<file path="config.mk">
export PLATFORM = sky130hd
export DESIGN_NAME = fifo_wr_arbiter_flat
export DESIGN_NICKNAME = d
export VERILOG_FILES = /design/src/rtl/fifo_wr_arbiter_if.sv /design/src/rtl/fifo_wr_arbiter.sv /design/src/flat_wrapper.sv
export SDC_FILE = /design/constraint.sdc
export NUM_CORES = 1
export LEC_CHECK = 0
export CORE_MARGIN = 5
export CORE_UTILIZATION = 43
export DETAILED_ROUTE_END_ITERATION = 8
export PLACE_DENSITY_LB_ADDON = 0.12
export SETUP_SLACK_MARGIN = 0.05
export SYNTH_ARGS = -nofsm -noshare
export SYNTH_HDL_FRONTEND = slang
export SYNTH_SLANG_ARGS = --single-unit
export TNS_END_PERCENT = 1
</file>
<file path="constraint.sdc">
create_clock -name clk -period 4.08 [get_ports clk]
set_input_delay 0.408 -clock clk [delete_from_list [all_inputs] [get_ports clk]]
set_output_delay 0.408 -clock clk [all_outputs]
set_load 0.05 [all_outputs]
</file>
<file path="src/rtl/fifo_wr_arbiter_if.sv">
// Write-side bundle between two requesters, the arbiter and a shared FIFO.
// The master side drives requests and the FIFO status; the slave side is the arbiter.
interface fifo_wr_arbiter_if #(
    parameter int W = 8
);
    logic         req0_valid;
    logic [W-1:0] req0_data;
    logic         req0_ready;
    logic         req1_valid;
    logic [W-1:0] req1_data;
    logic         req1_ready;
    logic         fifo_full;
    logic         fifo_wr;
    logic [W-1:0] fifo_wdata;
    logic [1:0]   grant;

    modport master (
        output req0_valid, req0_data, req1_valid, req1_data, fifo_full,
        input  req0_ready, req1_ready, fifo_wr, fifo_wdata, grant
    );

    modport slave (
        input  req0_valid, req0_data, req1_valid, req1_data, fifo_full,
        output req0_ready, req1_ready, fifo_wr, fifo_wdata, grant
    );
endinterface

</file>
<file path="src/rtl/fifo_wr_arbiter.sv">
// Two-requester round-robin write arbiter for a shared FIFO with bounded bursts.
// Ties alternate on the last-served requester; a grant hands over directly when the other side waits.
module fifo_wr_arbiter #(
    parameter int W         = 8,
    parameter int MAX_BURST = 4
) (
    input logic              clk,
    input logic              reset_n,
    fifo_wr_arbiter_if.slave bus
);
    // Encodings double as the one-hot grant vector.
    typedef enum logic [1:0] {
        IDLE = 2'b00,
        GNT0 = 2'b01,
        GNT1 = 2'b10
    } state_t;

    localparam logic [3:0] LAST_BEAT = 4'(MAX_BURST - 1);

    state_t       state;
    state_t       state_next;
    logic         last_served;
    logic [3:0]   burst_cnt;
    logic         ready0;
    logic         ready1;
    logic         wr;
    logic [W-1:0] wdata;
    logic         last_beat;
    logic         enter_grant;

    assign last_beat   = (burst_cnt == LAST_BEAT);
    assign enter_grant = (state_next != state) && (state_next != IDLE);

    // NOTE: every output of this block is given a default before the case so no path leaves a latch.
    always_comb begin
        state_next = state;
        ready0     = 1'b0;
        ready1     = 1'b0;
        wr         = 1'b0;
        wdata      = '0;
        case (state)
            IDLE: begin
                if (bus.req0_valid && bus.req1_valid)
                    state_next = last_served ? GNT0 : GNT1;
                else if (bus.req0_valid)
                    state_next = GNT0;
                else if (bus.req1_valid)
                    state_next = GNT1;
            end
            GNT0: begin
                ready0 = bus.req0_valid && !bus.fifo_full;
                wr     = ready0;
                wdata  = bus.req0_data;
                if (!bus.req0_valid || (ready0 && last_beat))
                    state_next = bus.req1_valid ? GNT1 : IDLE;
            end
            GNT1: begin
                ready1 = bus.req1_valid && !bus.fifo_full;
                wr     = ready1;
                wdata  = bus.req1_data;
                if (!bus.req1_valid || (ready1 && last_beat))
                    state_next = bus.req0_valid ? GNT0 : IDLE;
            end
            default: state_next = IDLE;
        endcase
    end

    // NOTE: state registers use non-blocking assignments so every flop samples pre-edge values.
    always_ff @(posedge clk or negedge reset_n) begin
        if (!reset_n) begin
            state       <= IDLE;
            last_served <= 1'b1;
            burst_cnt   <= '0;
        end else begin
            state <= state_next;
            if (enter_grant) begin
                burst_cnt   <= '0;
                last_served <= (state_next == GNT1);
            end else if (wr) begin
                burst_cnt <= burst_cnt + 4'd1;
            end
        end
    end

    // Outputs decode from state, so an asynchronous reset clears them at once.
    assign bus.grant      = state;
    assign bus.req0_ready = ready0;
    assign bus.req1_ready = ready1;
    assign bus.fifo_wr    = wr;
    assign bus.fifo_wdata = wdata;
endmodule

</file>
<file path="src/flat_wrapper.sv">
// flat-port wrapper written by rule: the top's interface ports become plain ports
module fifo_wr_arbiter_flat 
#(
    parameter int W         = 8,
    parameter int MAX_BURST = 4
)
  (clk, reset_n, bus_req0_valid, bus_req0_data, bus_req1_valid, bus_req1_data, bus_fifo_full, bus_req0_ready, bus_req1_ready, bus_fifo_wr, bus_fifo_wdata, bus_grant);
  fifo_wr_arbiter_if #(.W(W)) bus_i ();
  input logic clk;
  input logic reset_n;
  input wire logic [$bits(bus_i.req0_valid)-1:0] bus_req0_valid;
  input wire logic [$bits(bus_i.req0_data)-1:0] bus_req0_data;
  input wire logic [$bits(bus_i.req1_valid)-1:0] bus_req1_valid;
  input wire logic [$bits(bus_i.req1_data)-1:0] bus_req1_data;
  input wire logic [$bits(bus_i.fifo_full)-1:0] bus_fifo_full;
  output wire logic [$bits(bus_i.req0_ready)-1:0] bus_req0_ready;
  output wire logic [$bits(bus_i.req1_ready)-1:0] bus_req1_ready;
  output wire logic [$bits(bus_i.fifo_wr)-1:0] bus_fifo_wr;
  output wire logic [$bits(bus_i.fifo_wdata)-1:0] bus_fifo_wdata;
  output wire logic [$bits(bus_i.grant)-1:0] bus_grant;
  assign bus_i.req0_valid = bus_req0_valid;
  assign bus_i.req0_data = bus_req0_data;
  assign bus_i.req1_valid = bus_req1_valid;
  assign bus_i.req1_data = bus_req1_data;
  assign bus_i.fifo_full = bus_fifo_full;
  assign bus_req0_ready = bus_i.req0_ready;
  assign bus_req1_ready = bus_i.req1_ready;
  assign bus_fifo_wr = bus_i.fifo_wr;
  assign bus_fifo_wdata = bus_i.fifo_wdata;
  assign bus_grant = bus_i.grant;
  fifo_wr_arbiter #(.W(W), .MAX_BURST(MAX_BURST)) u_core (.clk(clk), .reset_n(reset_n), .bus(bus_i));
endmodule
</file>
==> impl_metrics.toml <==
[timing]
tightest_slew_ns = 0.514
rsz0062_at_grt = "no"
post-route-period-util_pct = 80.2
setup_viol = 0
skew_ns = 0.00335
max_slew_margin_pct = 65.6
hold_viol_final = 0
final_max_slew_viol_count = 0
timing.final.ws_setup_ns = 0.808
max_freq_mhz = 306
period_needed_ns = 3.27
finalSetupTns_ns = 0

[worst_setup_path]
worst-path-stages = 5
r2r-end = "u_core.burst_cnt[2]"
cp_top_family = "buffers and inverters"
endpoint = "bus_fifo_wr"
crit_fanout = 10
cp.arrival_ns = 2.86
timing.rr.start = "u_core.bus.grant[0]"
required_ns = 3.67
criticalPathCategory = "reg -> out"
reg2regPathDepth = 8
critPathSlowestCell = "clkdlybuf4s50_1"
cp_num_buf_inv = 2
max_stage_delay_ns = 0.89
crit_path_start_kind = "flip-flop"
path_cells = "inv_1 > ha_1 > nand2_1 > a21oi_1 > clkdlybuf4s50_1"
cp-end-kind = "output port"
startpoint = "u_core.bus.grant[0]"
rrSetupSlack_ns = 1.81

[place]
dp_worst_setup_slack_ns = 1.10
hpwl_um = 1600
io_buffers = 33
place_congestion = 0.892

[clock_tree]
cts_htree_levels = 1
clk_latency_ns = 0.26
cts_tree = "built"
hold_buffers = 0
postCtsSetupBuffers = 0
cts-resized-gates = 0
cts_buffer_depth = 2
cts-buffers-inserted = 3
cts-root-buf = "clkbuf_4"
clock-sinks = 7
clk_pin_slew_ns = 0.05

[global_route]
grtUsageTotal_pct = 15.9
grt_overflow = 0
grt_max_degree = 13
grt_pass1_wl_um = 3220
antenna_found_initial = 0
grt_pass1_vias = 716

[floorplan]
initial_core_util_pct = 45.9
die_y_um = 50.3
dieArea_um2 = 2530
fp.dieW_um = 50.3
row_count = 14
io_pins = 34
core-area_um2 = 1520

[drt]
detail-route-antenna-nets = 0
drcViolationCount = 0
wl_per_cell_um = 14.8
first_pass_iters = 4
drt_iter0_markers = 26
vias = 750
viasPerCell = 5.60
drt-total-wl_um = 1980

[logic_synthesis]
synth_cells = 83
ys.warnings.count = 0
yosysSeqAreaShare_pct = 25.2
synthFlopType = "dfrtp_1"
syn_nets = 109
synthDistinctLibCells = 33
synth_edf_count = 0
syn-cell-area_um2 = 699
syn_area_per_cell_um2 = 8.43
ys_seq_elements = 7
synthArstFlopShare_pct = 100

[run_status]
outcome = "finished, final reports clean"

[power_and_ir_drop]
worst_ir_drop_vdd_uv = 432
power_density_nw_per_um2 = 697
p_leak_uw = 0.000421
power_uw = 743

[layout]
drive_gt1_share_pct = 8.47
final_cell_mix = "clkdlybuf4s50_1, nor2b_1, nor2_1"
fin_nets = 145
diodes = 0
final_common_cell = "clkdlybuf4s50_1"
n_fill_cell = 126
syn2layout_area_growth_pct = 52.6

[hold_path]
min_path_type = "in -> async"

[job]
maxCapViolations = 0
[per-stage QoR]
| stage | instance area [µm²] | hold slack, ns | utilization [%] | cells |
|---|---|---|---|---|
| final | 1070 | 0.400 | 70.0 | 134 |
| after global routing | 1070 | 0.425 | 70.0 | 134 |
| after CTS | 1070 | 0.403 | 70.0 | 134 |
| after detailed placement | 1040 | 0.538 | 68.3 | 130 |
| after global placement | 1040 | 0.541 | 68.3 | 130 |
| after floorplan | 699 | 0.112 | - | 83 |
[routing by layer]
layer	global-route usage, %	up-vias	routed length [µm]
met5	0	-	0
met4	5.11	0	17
met3	3.55	3	170
met2	24.9	35	940
met1	21.6	340	852
li1	-	372	-
[Yosys cell counts (2+ instances only)]
library cell	count	share of area (%)
ha_1	5	8.9
nand2_1	7	3.8
a21oi_1	3	2.1
nand2b_1	2	1.8
a22oi_1	8	8.6
mux2i_1	2	2.9
nor2_1	10	5.4
xor2_1	2	2.5
nor2b_1	10	8.9
nand3_1	3	2.1
dfrtp_1	6	21
inv_1	4	2.1
[report_power, final]
group          internal [µW]  switching, µW  leakage, µW
Sequential              93.9           34.6    0.0000914
Clock                   37.3           25.9    0.0000150
Combinational            214            337     0.000314
Total                    345            398     0.000421
[area by class of cell]
cell class	count	area (µm²)	share of cell area [%]
Multi-Input combinational cell	70	499	46.8
Timing Repair Buffer	33	330	30.9
Sequential cell	7	176	16.5
Clock buffer	4	26.3	2.46
Tap cell	16	20.0	1.88
Inverter	4	15.0	1.41
[cell families (layout without fill, tap and decap cells)]
group / after synthesis / in the layout / synth area share (%)
buffers and inverters: 6 / 41 / 3.40
adders and majority gates: 5 / 5 / 8.94
DFF: 7 / 7 / 25.2
AOI/OAI and AO/OA: 21 / 21 / 23.8
and+or+nand+nor: 38 / 38 / 30.4
xor gates and xnor gates: 3 / 3 / 3.76
muxes: 3 / 3 / 4.47
[worst min path at each step]
stage,start,to,slack (ns),cells after the start
after floorplan,reset_n,u_core.burst_cnt[0],0.11,0
after global placement,u_core.last_served,u_core.last_served,0.54,2
after detailed placement,u_core.last_served,u_core.last_served,0.54,2
after CTS,reset_n,u_core.burst_cnt[1],0.40,1
after global routing,reset_n,u_core.burst_cnt[0],0.43,1
final,reset_n,u_core.burst_cnt[1],0.40,1
[registers in the layout, summed over array words and instances (netlist names)]
signal / cells
u_core.burst_cnt: 4
u_core.bus.grant: 2
u_core.last_served: 1
Power figures use the tool's default switching activity.
